## src/rtl/dmem_route_bridge.sv

```systemverilog
// Data-side request router: steers sram-like CPU requests to the D-cache port (cached) or uncached bus port.
// Optional macro DMEM_ROUTE_RSPREG_EN registers the CPU response path, adding one cycle of response latency.
module dmem_route_bridge #(
   parameter int ADDR_W  = 32,
   parameter int DATA_W  = 32,
   parameter int STRAY_W = 8
) (
   input  logic               clk,
   input  logic               resetn,
   input  logic               cpu_req,
   input  logic               cpu_wr,
   input  logic [1:0]         cpu_size,
   input  logic [ADDR_W-1:0]  cpu_addr,
   input  logic [DATA_W-1:0]  cpu_wdata,
   input  logic               cpu_cached,
   output logic               cpu_addr_ok,
   output logic               cpu_data_ok,
   output logic [DATA_W-1:0]  cpu_rdata,
   output logic               c_req,
   output logic               c_wr,
   output logic [1:0]         c_size,
   output logic [ADDR_W-1:0]  c_addr,
   output logic [DATA_W-1:0]  c_wdata,
   input  logic               c_addr_ok,
   input  logic               c_data_ok,
   input  logic [DATA_W-1:0]  c_rdata,
   output logic               u_req,
   output logic               u_wr,
   output logic [1:0]         u_size,
   output logic [ADDR_W-1:0]  u_addr,
   output logic [DATA_W-1:0]  u_wdata,
   input  logic               u_addr_ok,
   input  logic               u_data_ok,
   input  logic [DATA_W-1:0]  u_rdata,
   output logic [STRAY_W-1:0] stray_cnt
);

   typedef enum logic [1:0] {IDLE, WAIT_C, WAIT_U} state_t;

   state_t             state_q;
   state_t             state_d;
   logic [DATA_W-1:0]  rdata_q;
   logic [STRAY_W-1:0] stray_q;
   logic               dn_ok;
   logic [DATA_W-1:0]  dn_rdata;
   logic               c_stray;
   logic               u_stray;
   logic [STRAY_W:0]   stray_sum;
`ifdef DMEM_ROUTE_RSPREG_EN
   logic               rsp_vld_q;
`endif

   assign c_wr    = cpu_wr;
   assign c_size  = cpu_size;
   assign c_addr  = cpu_addr;
   assign c_wdata = cpu_wdata;
   assign u_wr    = cpu_wr;
   assign u_size  = cpu_size;
   assign u_addr  = cpu_addr;
   assign u_wdata = cpu_wdata;

   // Any data_ok that does not complete the outstanding request is a stray and only feeds the counter.
   always_comb begin
      state_d     = state_q;
      c_req       = 1'b0;
      u_req       = 1'b0;
      cpu_addr_ok = 1'b0;
      dn_ok       = 1'b0;
      dn_rdata    = c_rdata;
      c_stray     = 1'b0;
      u_stray     = 1'b0;
      case (state_q)
         IDLE: begin
            c_req       = cpu_req & cpu_cached;
            u_req       = cpu_req & ~cpu_cached;
            cpu_addr_ok = (c_req & c_addr_ok) | (u_req & u_addr_ok);
            if (cpu_addr_ok) begin
               state_d = cpu_cached ? WAIT_C : WAIT_U;
            end
            c_stray = c_data_ok;
            u_stray = u_data_ok;
         end
         WAIT_C: begin
            dn_rdata = c_rdata;
            u_stray  = u_data_ok;
`ifdef DMEM_ROUTE_RSPREG_EN
            dn_ok   = c_data_ok & ~rsp_vld_q;
            c_stray = c_data_ok & rsp_vld_q;
            if (rsp_vld_q) begin
               state_d = IDLE;
            end
`else
            dn_ok = c_data_ok;
            if (c_data_ok) begin
               state_d = IDLE;
            end
`endif
         end
         WAIT_U: begin
            dn_rdata = u_rdata;
            c_stray  = c_data_ok;
`ifdef DMEM_ROUTE_RSPREG_EN
            dn_ok   = u_data_ok & ~rsp_vld_q;
            u_stray = u_data_ok & rsp_vld_q;
            if (rsp_vld_q) begin
               state_d = IDLE;
            end
`else
            dn_ok = u_data_ok;
            if (u_data_ok) begin
               state_d = IDLE;
            end
`endif
         end
         default: state_d = IDLE;
      endcase
      if (!resetn) begin
         c_req       = 1'b0;
         u_req       = 1'b0;
         cpu_addr_ok = 1'b0;
         dn_ok       = 1'b0;
         c_stray     = 1'b0;
         u_stray     = 1'b0;
      end
   end

   // Two strays can land in one cycle, so the sum carries one extra bit to detect saturation.
   assign stray_sum = {1'b0, stray_q} + (STRAY_W+1)'(c_stray) + (STRAY_W+1)'(u_stray);
   assign stray_cnt = stray_q;

   always_ff @(posedge clk) begin
      if (!resetn) begin
         state_q <= IDLE;
         stray_q <= '0;
         rdata_q <= '0;
      end else begin
         state_q <= state_d;
         if (dn_ok) begin
            rdata_q <= dn_rdata;
         end
         stray_q <= stray_sum[STRAY_W] ? '1 : stray_sum[STRAY_W-1:0];
      end
   end

`ifdef DMEM_ROUTE_RSPREG_EN
   // The captured response is presented from rdata_q one cycle after the downstream data_ok.
   always_ff @(posedge clk) begin
      if (!resetn) begin
         rsp_vld_q <= 1'b0;
      end else begin
         rsp_vld_q <= dn_ok;
      end
   end

   assign cpu_data_ok = resetn & rsp_vld_q;
   assign cpu_rdata   = resetn ? rdata_q : '0;
`else
   assign cpu_data_ok = dn_ok;
   assign cpu_rdata   = !resetn ? '0 : (dn_ok ? dn_rdata : rdata_q);
`endif

endmodule

```

## config.mk

```make
export PLATFORM = sky130hd
export DESIGN_NAME = dmem_route_bridge
export DESIGN_NICKNAME = d
export VERILOG_FILES = /design/src/rtl/dmem_route_bridge.sv
export SDC_FILE = /design/constraint.sdc
export NUM_CORES = 1
export LEC_CHECK = 0
export ABC_CLOCK_PERIOD_IN_PS = 7350
export BUFFER_PORTS_ARGS = -buffer_cell sky130_fd_sc_hd__buf_4
export CORE_AREA = 2 2 121 123
export DETAILED_ROUTE_END_ITERATION = 6
export DIE_AREA = 0 0 123 125
export GPL_ROUTABILITY_DRIVEN = 0
export PLACE_DENSITY = 0.66
export SETUP_SLACK_MARGIN = 0.2
export SYNTH_ARGS = -nofsm -noshare
export SYNTH_HDL_FRONTEND = slang
export SYNTH_SLANG_ARGS = --single-unit
```

## constraint.sdc

```tcl
create_clock -name clk -period 7.35 [get_ports clk]
set_input_delay 0 -clock clk [delete_from_list [all_inputs] [get_ports clk]]
set_output_delay 0 -clock clk [all_outputs]
set_load 0.02 [all_outputs]
```

; Word level (Yosys, flattened, before mapping)
; Cells that the tools add are included.
[totals]
in_bits = 139
reg_bits = 42
[op_classes]
n_addsub = 2
n_mux = 21
n_reduce_logical = 4
eq_ne = 5
n_bitwise = 6
[op_table]
columns = operator, n
row1 = $mux 32, 3
row2 = $mux 1, 11
row3 = $add 8x1->9, 1
row4 = $add 9x1->9, 1
row5 = $mux 2, 4
row6 = $mux 8, 1
row7 = $ne 2x2->1 const B, 3
row8 = $pmux 2 s3, 1
row9 = $and 1x1->1, 4
row10 = $reduce_or 2->1, 2
row11 = $reduce_and 3->1, 1
row12 = $eq 2x1->1 const B, 1
row13 = $eq 2x2->1 const B, 1
row14 = $logic_not 2->1, 1
row15 = $pmux 1 s2, 1
row16 = $not 1->1, 1
row17 = $or 1x1->1, 1

; Logic depth before layout (Yosys ltp)
[logic_depth]
depth_word = 7
ltp_mapped = 12

; Worst setup path before layout
; No wires, ideal clock.
[synth_timing]
path_type = reg2reg
startpoint = register state_q[0]
endpoint = register stray_q[5], in the netlist stray_cnt[5]
required_ps = 7264
path_slack_ps = 4888
stages_incl_launch_ff = 13
setup_time_ps = 86
t_arrival_ps = 2377
path_cell_list = dfxtp_1 inv_1 ha_1 buf_6 buf_2 o211ai_1 fa_1 inv_1 ha_1 and4_1 clkbuf_1 a311oi_1 a211oi_1
[synth_via]
elab_chain_cells = 7
word_cells_on_any_way = 12
classes_between = add/sub (2) / eq/ne (2) / mux (5) / reduce/logical (3)
[synth_rtl]
columns = item, line_no
row1 = start: declaration, 40  ; state_t state_q;
row2 = start signal: assignment, 137  ; state_q <= state_d;
row3 = $eq 2x2->1 / $logic_not 2->1 (equally long branches), 72  ; case (state_q)
row4 = $reduce_or 2->1 (no source line), -
row5 = $mux 1, 72
row6 = $mux 1, 117  ; if (!resetn) begin
row7 = $add 8x1->9, 128  ; assign stray_sum = {1'b0, stray_q} + (STRAY_W+1)'(c_stray) + (STRAY_W+1)'(u_stray);
row8 = $add 9x1->9 *, 128
row9 = $mux 8 *, 141  ; stray_q <= stray_sum[STRAY_W] ? '1 : stray_sum[STRAY_W-1:0];
row10 = end signal: assignment, 141
row11 = end: declaration, 43  ; logic [STRAY_W-1:0] stray_q;
; Every way passes the cells marked *; elsewhere a longest branch is shown, timed or not.
; A chain may end at the register's enable or synchronous reset.

; Worst setup path in the final report
[layout_timing]
startpoint = register state_q[0]
endpoint = output port cpu_rdata[0]
[layout_via]
elab_chain_cells = 5
word_cells_on_any_way = 7
classes_between = eq/ne (2) / mux (5)
[layout_rtl]
columns = item, line_no
row1 = $eq 2x2->1 / $eq 2x1->1 (equally long branches), 72
row2 = $pmux 1 s2, 72
row3 = $mux 1, 117
row4 = $mux 32 * (2 in a row), -
row5 = end: declaration, 18  ; output logic [DATA_W-1:0] cpu_rdata,
; Marked as above.

==> results.cfg <==
[power]
p_per_area_nw_per_um2 = 170
leakage_uw = 0.00129
worst_ir_drop_vdd_mv = 0.0941
power_uw = 575

[sta]
slew-limit-headroom = 0.324
drv_slew = 0
fin_ws_ns = 4.11
worst_slew_pin_slew_ns = 1.01
setup_viol = 0
rsz0062_at_grt = false
fin_skew_ns = 0.00572
hold_violations = 0
whs_ns = 0.00000974
tns_ns = 0
fmax_mhz = 308
fin_crit_ns = 3.24
post-route-period-util = 0.441

[synthesis]
synth-seq-cells = 42
syn-cell-area_um2 = 3270
synth_top_area_frac = 0.310
async_flop_share = 0
synth_area_leaders = buf_4 31%, dfxtp_1 26%, a211oi_2 11%, mux2i_1 10%, a21oi_1 5.7%
synth_warnings = 0
synth-edff-count = 0
yosysTopAreaCell = buf_4
synth_top_cells_by_count = 135 x buf_4, 42 x dfxtp_1, 37 x a21oi_1, 33 x mux2i_1, 29 x a211oi_2
synth_area_per_cell_um2 = 9.22
synth_cells = 354
synth_most_common_cell = buf_4
synth_fp_nets = 498
ys_types = 35
synthFlopType = dfxtp_1
ys_seq_area_frac = 0.257

[detailed_routing]
drt-total-wl_um = 8360
ant_nets = 0
viasPerCell = 4.36
vias = 2217
route.detailed.wl_per_inst_um = 16.5
first_pass_iters = 4
drc = 0
drt-initial-drc-count = 83

[placement]
hpwl_um = 6260
pre_cts_ws_ns = 4.39
port-buffer-count = 115

[clock_network]
cts_resized = 0
cts_hold_buf = 0
clk_latency_ns = 0.28
clockBufferDepth = 2
cts_tree = built
cts_made_buffers = 5
cts_root_buf = clkbuf_16
cts_setup_buffers = 0
clk_pin_slew_ns = 0.06
cts_max_level = 2
cts_num_sinks = 42

[floorplanning]
die_y_um = 125
initial_utilization = 0.230
io_pins = 317
row_count = 44
coreArea_um2 = 14200
die_w_um = 123
die_area_um2 = 15400

[worst_hold_path]
hp-class = input port to output pin
hold_depth = 0

[setup_path]
worstReg2RegEnd = rdata_q[0]
r2r-start = state_q[0]
critPathMaxFanout = 35
cp-start-kind = register
path_class = register to output pin
path_buf_inv = 3
path_delay_family = simple AND/OR/NAND/NOR gates
slowest_delay_ns = 0.88
r2r_cells = 6
crit_top_cell = buf_4
crit_path_top_delay_cell = and2_2
cp_data_arrival_time_ns = 3.24
crit_start = state_q[0]
rrSetupSlack_ns = 4.44
cp-end-kind = output pin
path_cells = inv_1, ha_2, buf_4, a22o_4, and2_2, a211oi_1, buf_4
cp.depth = 7
crit_required_ns = 7.35
crit_end = cpu_rdata[0]

[global_route]
grt_remaining_overflow = 0
grt_usage = 0.103
use_met2 = 0.158
grt_pass1_vias = 2163
grt-busiest-layer = met2
met1_usage = 0.115
grt_antenna_before_repair = 0
grt_max_degree = 40
grtUsageMet3 = 0.0525
grt_pass1_wl_um = 12300

[finish]
syn_to_final_growth_pct = 3.68
final_nets = 467
final_layout_size_suffix_gt1_frac = 0.485
diodes = 0
final_core_util = 0.238

[flow_run]
drv_cap = 0

[run_status]
status = complete, no violations
[per-stage QoR]
| stage | area (um^2) | instances |
|---|---|---|
| 6_report | 3390 | 508 |
| 5_1_grt | 3390 | 508 |
| 4_1_cts | 3390 | 508 |
| 3_5_place_dp | 3240 | 500 |
| 3_3_place_gp | 3240 | 500 |
| 2_1_floorplan | 3270 | 354 |
[area by class of cell]
type,instances,area [um^2]
Clock buffer,7,143
Clock inverter,1,5.00
Fill cell,1549,10800
Inverter,7,26.3
Multi-Input combinational cell,150,1260
Sequential cell,42,841
Tap cell,184,230
Timing Repair Buffer,117,878
[sequential cells by signal (all words and copies together), names as in the netlist]
name	cells
stray_cnt	8
rdata_q	32
state_q	2
[metal layers]
metal,up-vias,routed length [um]
met5,-,0
met4,0,361
met3,38,1130
met2,155,3790
met1,998,3080
li1,1026,-
[cell usage in the layout (no fill, tap or decap), types with 2 or more instances in the layout]
cell,instances
and2_1,2
a21oi_1,37
nand2_1,5
a211oi_2,29
mux2i_1,33
ha_1,3
nor2_1,4
a311oi_1,2
a31oi_1,2
nor2b_1,5
inv_1,6
o211ai_1,2
a211oi_1,5
buf_4,117
dfxtp_1,42
nand3_1,2
and3_1,2
o32ai_1,2
clkbuf_16,5
[worst reg2reg max path, delay by kind of cell (launching register included)]
kind | cells | cell delay, ns
adders and majority gates | 1 | 0.16
buffers and inverters | 2 | 0.59
DFF | 1 | 0.33
and+or+nand+nor | 1 | 0.89
AOI/OAI and AO/OA | 2 | 0.76
[power breakdown]
part	total [uW]	internal, uW	switching [uW]
Combinational	115	54.6	60.5
Clock	224	135	89.1
Sequential	236	233	3.09
Total	575	422	153
[logic make-up (layout without fill, tap and decap cells)]
kind of cell | count (synthesis) | count (layout) | synth area share
buffers and inverters | 162 | 132 | 0.357
AO/OA/AOI/OAI | 82 | 82 | 0.209
flip-flops | 42 | 42 | 0.257
multiplexers | 33 | 33 | 0.101
AND/OR/NAND/NOR | 28 | 28 | 0.0487
adder cells (fa/ha/maj) | 5 | 5 | 0.0215
XOR/XNOR | 2 | 2 | 0.00536
[worst min-delay path by stage]
| stage | startpoint | endpoint | slack, ns |
|---|---|---|---|
| floorplan | cpu_cached | u_req | 0.08 |
| finish | cpu_addr[23] | u_addr[23] | 0.00001 |
| global route | cpu_addr[7] | c_addr[7] | 0.00004 |
| CTS | cpu_wdata[17] | u_wdata[17] | 0.0002 |
| global placement | cpu_wdata[17] | u_wdata[17] | 0.0002 |
| detailed placement | cpu_wdata[17] | u_wdata[17] | 0.0002 |
Note: power is estimated with default switching activity, not from simulation.
